--- src/rtl/imem_loader_pkg.sv ---
// Shared definitions for the instruction-memory write path: loader state
// encoding and instruction word geometry.
package imem_loader_pkg;

    typedef enum logic [1:0] {
        ST_IDLE  = 2'd0,
        ST_RECV  = 2'd1,
        ST_WRITE = 2'd2,
        ST_DONE  = 2'd3
    } state_t;

    localparam int BYTES_PER_WORD = 4;
    localparam int INSTR_W        = 32;

endpackage

--- src/rtl/imem_loader.sv ---
// Packs a big-endian byte stream into instruction words and writes them from address 0 up.
// Latency: mem_we rises one cycle after the 4th byte of a word is accepted.
// Backpressure: in_ready is high only while collecting bytes; the write cycle stalls the source.
module imem_loader
    import imem_loader_pkg::*;
#(
    parameter int ADDR_W = 5,
    parameter int DATA_W = INSTR_W
) (
    input  logic              clk,
    input  logic              rst_n,
    input  logic              start,
    input  logic [ADDR_W:0]   word_count,
    input  logic              abort,
    input  logic              in_valid,
    input  logic [7:0]        in_byte,
    output logic              in_ready,
    output logic              mem_we,
    output logic [ADDR_W-1:0] mem_addr,
    output logic [DATA_W-1:0] mem_wdata,
    output logic              busy,
    output logic              cpu_hold,
    output logic              done,
    output logic              err
);

    localparam int              DEPTH   = 1 << ADDR_W;
    localparam logic [ADDR_W:0] DEPTH_W = (ADDR_W + 1)'(DEPTH);
    localparam logic [1:0]      LAST_IX = 2'(BYTES_PER_WORD - 1);

    state_t              state;
    state_t              state_nxt;
    logic [DATA_W-1:0]   word_q;
    logic [DATA_W-1:0]   word_shift;
    logic [1:0]          byte_idx;
    logic [ADDR_W-1:0]   addr;
    logic [ADDR_W:0]     remaining;
    logic                count_ok;
    logic                start_ok;
    logic                start_bad;
    logic                xfer;
    logic                last_byte;

    assign count_ok   = (word_count != '0) && (word_count <= DEPTH_W);
    assign start_ok   = (state == ST_IDLE) && start && count_ok;
    assign start_bad  = (state == ST_IDLE) && start && !count_ok;
    assign in_ready   = (state == ST_RECV);
    // Abort wins over a simultaneous byte, so that byte never enters the word.
    assign xfer       = in_ready && in_valid && !abort;
    assign last_byte  = xfer && (byte_idx == LAST_IX);
    assign word_shift = {word_q[DATA_W-9:0], in_byte};

    always_comb begin
        state_nxt = state;
        case (state)
            ST_IDLE:  if (start_ok) state_nxt = ST_RECV;
            ST_RECV: begin
                if (abort)          state_nxt = ST_IDLE;
                else if (last_byte) state_nxt = ST_WRITE;
            end
            ST_WRITE: begin
                if (abort)                                state_nxt = ST_IDLE;
                else if (remaining == (ADDR_W + 1)'(1))   state_nxt = ST_DONE;
                else                                      state_nxt = ST_RECV;
            end
            ST_DONE:  state_nxt = ST_IDLE;
            default:  state_nxt = ST_IDLE;
        endcase
    end

    always_ff @(posedge clk or negedge rst_n) begin
        if (!rst_n) begin
            state     <= ST_IDLE;
            word_q    <= '0;
            byte_idx  <= '0;
            addr      <= '0;
            remaining <= '0;
            mem_we    <= 1'b0;
            mem_addr  <= '0;
            mem_wdata <= '0;
            busy      <= 1'b0;
            cpu_hold  <= 1'b0;
            done      <= 1'b0;
            err       <= 1'b0;
        end else begin
            state    <= state_nxt;
            busy     <= (state_nxt != ST_IDLE);
            cpu_hold <= (state_nxt != ST_IDLE);
            mem_we   <= (state_nxt == ST_WRITE);
            done     <= (state_nxt == ST_DONE);
            err      <= start_bad;
            case (state)
                ST_IDLE: begin
                    if (start_ok) begin
                        remaining <= word_count;
                        addr      <= '0;
                        byte_idx  <= '0;
                        word_q    <= '0;
                    end
                end
                ST_RECV: begin
                    if (abort) begin
                        byte_idx <= '0;
                    end else if (xfer) begin
                        word_q   <= word_shift;
                        byte_idx <= byte_idx + 2'd1;
                        if (last_byte) begin
                            mem_addr  <= addr;
                            mem_wdata <= word_shift;
                        end
                    end
                end
                ST_WRITE: begin
                    // The last increment may wrap addr to 0; DONE follows, so it is never used.
                    if (!abort) begin
                        addr      <= addr + ADDR_W'(1);
                        remaining <= remaining - (ADDR_W + 1)'(1);
                    end
                end
                default: ;
            endcase
        end
    end

endmodule

--- config.mk ---
export PLATFORM = sky130hd
export DESIGN_NAME = imem_loader
export DESIGN_NICKNAME = d
export VERILOG_FILES = /design/src/rtl/imem_loader_pkg.sv /design/src/rtl/imem_loader.sv
export SDC_FILE = /design/constraint.sdc
export NUM_CORES = 1
export LEC_CHECK = 0
export ABC_AREA = 1
export BUFFER_PORTS_ARGS = -buffer_cell sky130_fd_sc_hd__buf_2
export CAP_MARGIN = 20
export CORE_AREA = 2 2 83 85
export DETAILED_ROUTE_END_ITERATION = 16
export DIE_AREA = 0 0 85 87
export GPL_TIMING_DRIVEN = 0
export PLACE_DENSITY_LB_ADDON = 0.1
export SYNTH_ARGS = -nofsm -noshare
export SYNTH_HDL_FRONTEND = slang
export SYNTH_SLANG_ARGS = --single-unit
--- constraint.sdc ---
create_clock -name clk -period 1.8 [get_ports clk]
set_input_delay 0.54 -clock clk [delete_from_list [all_inputs] [get_ports clk]]
set_output_delay 0.54 -clock clk [all_outputs]
set_load 0.01 [all_outputs]
==> metrics.txt, run 1 <==
layout cells sized above 1=21.92%; relative slew slack=71.94%; Worst Path Arrival=1.14 ns; IO buf count=61; Setup crit start=state[0]$_DFF_PN0_; Compound-Gate Fraction of Synth Area=2.950%; row count=30; post-layout min period=1.682 ns; clk root buf=clkbuf_8; Initial Util=52.95%; H-Tree Depth=3; post-synthesis adder-cell area fraction=1.439%; total CTS buffers=9; Min Hold Slack=0.07008 ns; Overall Global Routing Usage=21.55%; Max Slew Vio Count=0; r2r startpoint=state[1]$_DFF_PN0_; commonest non-fill, non-tap cells in the layout=184 x nand2_1, 80 x dfrtp_1, 68 x buf_2, 25 x nand4_1, 24 x inv_1; design area=4113 um^2; Setup CP Type=reg2out; Post-synth EDFFs=0; drt total wl=7267 um; Yosys top cell by area=dfrtp_1; Max Buffers Root-to-Sink=2; P_leak=2.444 nW; outcome=finished clean; Synth top area share=57.55%; layout net count=497; synthesized instance count=401; grt ovf=0; worst min path class=in2async; register area share after synthesis=57.55%; synthesized area per cell=8.674 um^2; Worst Clk Skew=0.007398 ns; drt pass-1 iters=4; Sw Ratio=26.62%; die height=87 um; via count=2833; Setup Viol. Count Final=0; WL/cell=13.00 um; fillers=583; P_int=2.622 mW; clock-pin slew on the worst setup and hold paths=0.08 ns; vias in the first global route=2689; multiplexer area fraction after synthesis=0%; P_sw=0.9512 mW; placed cell areas=3914 um^2; total die area=7395 um^2; Max VDD drop=523.8 uV; clk_lat worst skew=0.35 ns; Worst Setup End Kind=output pin; Clk pwr share=36.7%; 1st-iter DRT viols=106; post-synthesis xor/xnor area fraction=0.7554%; Worst Path Required=1.26 ns; RSZ-0062 raised after global routing=no; pwr dens=868.8 nW/um^2; Ports=62; dpl ws=-0.03639 ns; sequential power share=53.0%; Max Cap Viol=0; Post CTS Setup Buffer Count=0; combinational power share=10.4%; core area=6569 um^2; post_cts resized=0; cts hold-fix bufs=0; Final Hold Viols=0; Synth Warn #=0; initial antenna violation count=0; Syn Nets=424; final worst slack=0.1176 ns; register bit total from synthesis=80; ys flop type=dfrtp_1; worst slew pin tran=0.4209 ns; clock sink total=80; largest family of logic cells by synthesized area=simple AND/OR/NAND/NOR gates; die width=85 um; first-pass GRT wire length=12580 um; # diodes=0; Max Freq=594.4 MHz; Post-Syn Area=3478 um^2; drt via density=5.068; largest net degree at the start of global routing=62; Residual DRC=0; top area cells in the synthesized netlist=dfrtp_1 58%, nand2_1 20%, nand4_1 4.5%; asr flop ratio synth=100.0%; Worst setup SP type=register; Detail Route Antenna Nets=0; Synth cell types=25; Post-Synth Simple-Gate Area=31.04%; fin crit share=93.47%; CTS tree=done; largest fanout on the critical path=8; area delta synth->final=18.24%; commonest non-fill, non-tap cell in the layout=nand2_1; post-detail-place hpwl=5145 um; GP Congestion=0.7866; Fin Setup TNS=0 ns
==> worst paths after layout <==
path | to | slack (ns) | cells after the start
min | err$_DFF_PN0_ | 0.07 | 1
max in group asynchronous | word_q[11]$_DFFE_PN0P_ | 1.15 | 2
min reg2reg | word_q[19]$_DFFE_PN0P_ | 0.48 | 2
min in group clk | mem_wdata[4]$_DFFE_PN0P_ | 0.40 | 3
max reg2reg | word_q[4]$_DFFE_PN0P_ | 0.18 | 9
max | in_ready | 0.12 | 4
==> power groups by stage <==
stage                     clock (mW)  combinational [mW]  sequential [mW]
after CTS                       1.33               0.375             1.89
after detailed placement           0               0.373             1.93
after global routing            1.42               0.423             1.90
final                           1.31               0.371             1.89
after floorplan                    0               0.233             1.92
after global placement             0               0.358             1.93
==> flip-flops by register name, indices dropped and copies added, names as in the netlist, 2 cells and up <==
name	cells
byte_idx	2
mem_wdata	32
mem_addr	5
remaining	6
state	2
word_q	24
addr	5
==> cell families after synthesis <==
logic type | Yosys count
and+or+nand+nor | 249
DFF | 80
buffers and inverters | 45
AOI/OAI and AO/OA | 20
adders and majority gates | 4
xor gates and xnor gates | 3
==> stage by stage <==
stage	util (%)	total power, mW	instances
floorplan	-	2.154	401
global placement	59.12	2.284	542
detailed placement	59.58	2.299	543
CTS	62.57	3.602	559
global route	62.61	3.739	559
finish	62.61	3.573	559
==> area by class of cell <==
type	count	area (um^2)	share of cell area [%]
tap	80	100.1	2.434
timing repair buffer	62	335.3	8.153
inverter	27	105.1	2.556
clock buffer	10	127.6	3.103
clock inverter	6	68.82	1.673
multi-input combinational	276	1259	30.61
buffer	18	115.1	2.799
sequential	80	2002	48.68
==> critical path, stage by stage (launching register included) <==
cell	delay [ns]
dfrtp_1	0.35
buf_6	0.14
inv_2	0.06
nor2_4	0.10
buf_2	0.14
==> metal layers <==
| layer | part of all wire (%) | routed length [um] | up-vias | global-route usage (%) |
|---|---|---|---|---|
| li1 | - | - | 1412 | - |
| met1 | 48 | 3487 | 1347 | 31.05 |
| met2 | 46 | 3354 | 63 | 33.17 |
| met3 | 4.1 | 295 | 11 | 3.128 |
| met4 | 1.8 | 129 | 0 | 8.658 |
| met5 | 0 | 0 | - | 0 |
==> cells in the mapped netlist, types with 2 or more instances <==
library cell and count:
buf_2 8, buf_4 2, buf_6 4, clkbuf_1 4
dfrtp_1 80, ha_1 4, inv_1 24, inv_2 2
nand2_1 184, nand2_2 4, nand2_4 2, nand3_1 12
nand4_1 25, nor2_1 15, nor2_4 2, nor3_1 2
o21ai_0 7, o21ai_1 11, xor2_1 3
Power figures use the tool's default switching activity.
==> run 2, diff against run 1 <==
Settings changed: ABC_AREA 1 to not set.
==> run 2 against run 1 <==
Effect of this change:
- the run now ends with setup timing left
- critical endpoint is now word_q[21]$_DFFE_PN0P_
- sequential power rose by 8%
- setup slack worse by 0.17 ns
- worst hold slack worse by 0.0051 ns
- maximum frequency is 9.3% lower
==> metrics.txt, run 2 <==
outcome=complete, but fails checks (was finished clean); failing checks=setup timing; Max Slew Vio Count=0 (unchanged); placed cell areas=3950 um^2 (was 3914 um^2); WL/cell=16.89 um (was 13.00 um); WP buf/inv=3 (unchanged); P_leak=2.223 nW (was 2.444 nW); drt total wl=7703 um (was 7267 um); ys flop type=dfrtp_1 (unchanged); fin crit share=103.0% (was 93.47%); cts hold-fix bufs=0 (unchanged); commonest non-fill, non-tap cell in the layout=dfrtp_1 (was nand2_1); Synth top area share=57.04% (was 57.55%); slowest CP cell=or4_4 (was dfrtp_1); # placed instances=432 (was 543); final worst slack=-0.05440 ns (was 0.1176 ns); worst min path class=in2async (unchanged); post-detail-place hpwl=5201 um (was 5145 um); fin cells=456 (was 559); Setup CP Type=in2reg (was reg2out); Worst setup SP type=primary input (was register); register area share after synthesis=57.04% (was 57.55%); RSZ-0062 raised after global routing=yes (was no); synthesized area per cell=12.10 um^2 (was 8.674 um^2); synthesized instance count=290 (was 401); initial antenna violation count=0 (unchanged); fillers=502 (was 583); largest fanout on the critical path=10 (was 8); die height=87 um (unchanged); Final Hold Viols=0 (unchanged); pwr dens=940.7 nW/um^2 (was 868.8 nW/um^2); slowest stage delay, CP=0.55 ns (was 0.35 ns); critical path, cell by cell=buf_8, or4_4, o21a_4, nor4b_4, buf_6, buf_12, o21ai_1 (was buf_6, inv_2, nor2_4, buf_2); area delta synth->final=23.89% (was 18.24%); FF-to-FF setup slack=0.02 ns (was 0.18 ns); Post-Syn Area=3510 um^2 (was 3478 um^2); drt pass-1 iters=5 (was 4); Syn Nets=313 (was 424); relative slew slack=66.10% (was 71.94%); design area=4348 um^2 (was 4113 um^2); Post-Route Utilization=66.19% (was 62.61%); Max VDD drop=533.8 uV (was 523.8 uV); Detail Route Antenna Nets=0 (unchanged); largest registers=mem_wdata: 32 flops, word_q: 24 flops, remaining: 6 flops (unchanged); largest net degree at the start of global routing=64 (was 62); Worst Path Arrival=2.08 ns (was 1.14 ns); Max Freq=539.3 MHz (was 594.4 MHz); dpl ws=-0.6795 ns (was -0.03639 ns); 1st-iter DRT viols=224 (was 106); clk_lat worst skew=0.35 ns (about the same); Initial Util=53.43% (was 52.95%); Synth cell types=44 (was 25); layout cells sized above 1=42.82% (was 21.92%); max FFs per register=32 (unchanged); commonest non-fill, non-tap cells in the layout=79 x dfrtp_1, 59 x buf_2, 36 x mux2_2, 29 x nand2_1, 25 x a22oi_1 (was 184 x nand2_1, 80 x dfrtp_1, 68 x buf_2, 25 x nand4_1, 24 x inv_1); Worst R2R End=remaining[4]$_DFFE_PN0P_ (was word_q[4]$_DFFE_PN0P_); vias in the first global route=2533 (was 2689); die width=85 um (unchanged); Min Hold Slack=0.06498 ns (was 0.07008 ns); most common cell in the synthesized netlist=dfrtp_1 (was nand2_1); Max Buffers Root-to-Sink=2 (unchanged); worst slew pin tran=0.5063 ns (was 0.4209 ns); most frequent cells after synthesis=80 x dfrtp_1, 36 x mux2_2, 29 x nand2_1 (was 184 x nand2_1, 80 x dfrtp_1, 25 x nand4_1); Ports=62 (unchanged); total die area=7395 um^2 (unchanged); H-Tree Depth=3 (unchanged); asr flop ratio synth=100.0% (unchanged); row count=30 (unchanged); Worst Setup End Kind=register (was output pin); Yosys top cell by area=dfrtp_1 (unchanged); clock-pin slew on the worst setup and hold paths=0.08 ns (about the same); clock sink total=80 (unchanged); CP top delay family=simple AND/OR/NAND/NOR gates (was flip-flops); Residual DRC=0 (unchanged); core area=6569 um^2 (unchanged); Max Cap Viol=0 (unchanged); post-layout min period=1.854 ns (was 1.682 ns); GP Congestion=0.8327 (was 0.7866); first-pass GRT wire length=12790 um (was 12580 um); reg2reg path depth=5 (was 9); drt via density=5.704 (was 5.068); register bit total from synthesis=80 (unchanged); total CTS buffers=9 (unchanged); # diodes=0 (unchanged); grt ovf=0 (unchanged); clk root buf=clkbuf_8 (unchanged); IO buf count=61 (unchanged); Crit path depth=7 (was 4); top area cells in the synthesized netlist=dfrtp_1 57%, mux2_2 12%, a22oi_1 5.3% (was dfrtp_1 58%, nand2_1 20%, nand4_1 4.5%); layout net count=394 (was 497); Overall Global Routing Usage=22.27% (was 21.55%); Largest Register=mem_wdata (unchanged); Synth Warn #=0 (unchanged); Worst Clk Skew=0.005886 ns (was 0.007398 ns); Worst Path Required=2.03 ns (was 1.26 ns); via count=2601 (was 2833); Setup Viol. Count Final=26 (was 0); r2r startpoint=state[0]$_DFF_PN0_ (was state[1]$_DFF_PN0_); CTS tree=done (unchanged); Post-synth EDFFs=0 (unchanged)
==> run 2: logic make-up after synthesis <==
group | count (synthesis) | synth area share (%)
muxes | 39 | 12.44
buffers and inverters | 24 | 3.280
DFF | 80 | 57.04
AOI/OAI and AO/OA | 69 | 13.37
xor gates and xnor gates | 2 | 0.4992
and+or+nand+nor | 72 | 11.94
adders and majority gates | 4 | 1.426
==> run 2: worst max-delay path by stage <==
stage,slack (ns),endpoint,from
6_report,-0.05,word_q[21]$_DFFE_PN0P_,word_count[1]
5_1_grt,-0.09,word_q[22]$_DFFE_PN0P_,word_count[1]
4_1_cts,-0.04,word_q[20]$_DFFE_PN0P_,word_count[1]
3_5_place_dp,-0.68,remaining[3]$_DFFE_PN0P_,word_count[1]
3_3_place_gp,-0.65,remaining[2]$_DFFE_PN0P_,word_count[1]
2_1_floorplan,-0.25,word_q[19]$_DFFE_PN0P_,word_count[1]
==> run 2: layer usage <==
layer  wire, um  vias up  global-route usage [%]
met4         82        0                   8.225
met5          0        -                       0
met1       3735     1301                   31.99
met3        290        7                   3.412
met2       3594       58                   34.59
li1           -     1235                       -
==> run 2: power by group <==
group | total, mW | internal, mW | switching, mW
clock network | 1.52 | 0.861 | 0.655
registers | 2.05 | 1.93 | 0.114
logic | 0.529 | 0.243 | 0.287
total | 4.09 | 3.03 | 1.06
==> run 2: layout make-up <==
type | count | area (um^2) | area share (%)
Tap cell | 80 | 100.1 | 2.302
Sequential cell | 80 | 2003 | 46.07
Clock inverter | 4 | 76.32 | 1.755
Clock buffer | 12 | 155.1 | 3.568
Multi-Input combinational cell | 186 | 1450 | 33.35
Inverter | 8 | 30.03 | 0.6906
Buffer | 15 | 108.9 | 2.504
Timing Repair Buffer | 71 | 424.2 | 9.755
==> run 2: timing repair <==
item	CTS	global route
pin swaps	7	4
gates resized for setup	20	18
setup endpoints to repair	78	38
buffers inserted	5	4
==> run 2: through the flow <==
step / power, mW / TNS [ns]
finish: 4.090 / -0.7446
global route: 4.265 / -2.009
CTS: 4.075 / -0.3363
detailed placement: 2.555 / -33.26
global placement: 2.525 / -63.95
floorplan: 2.341 / -5.852
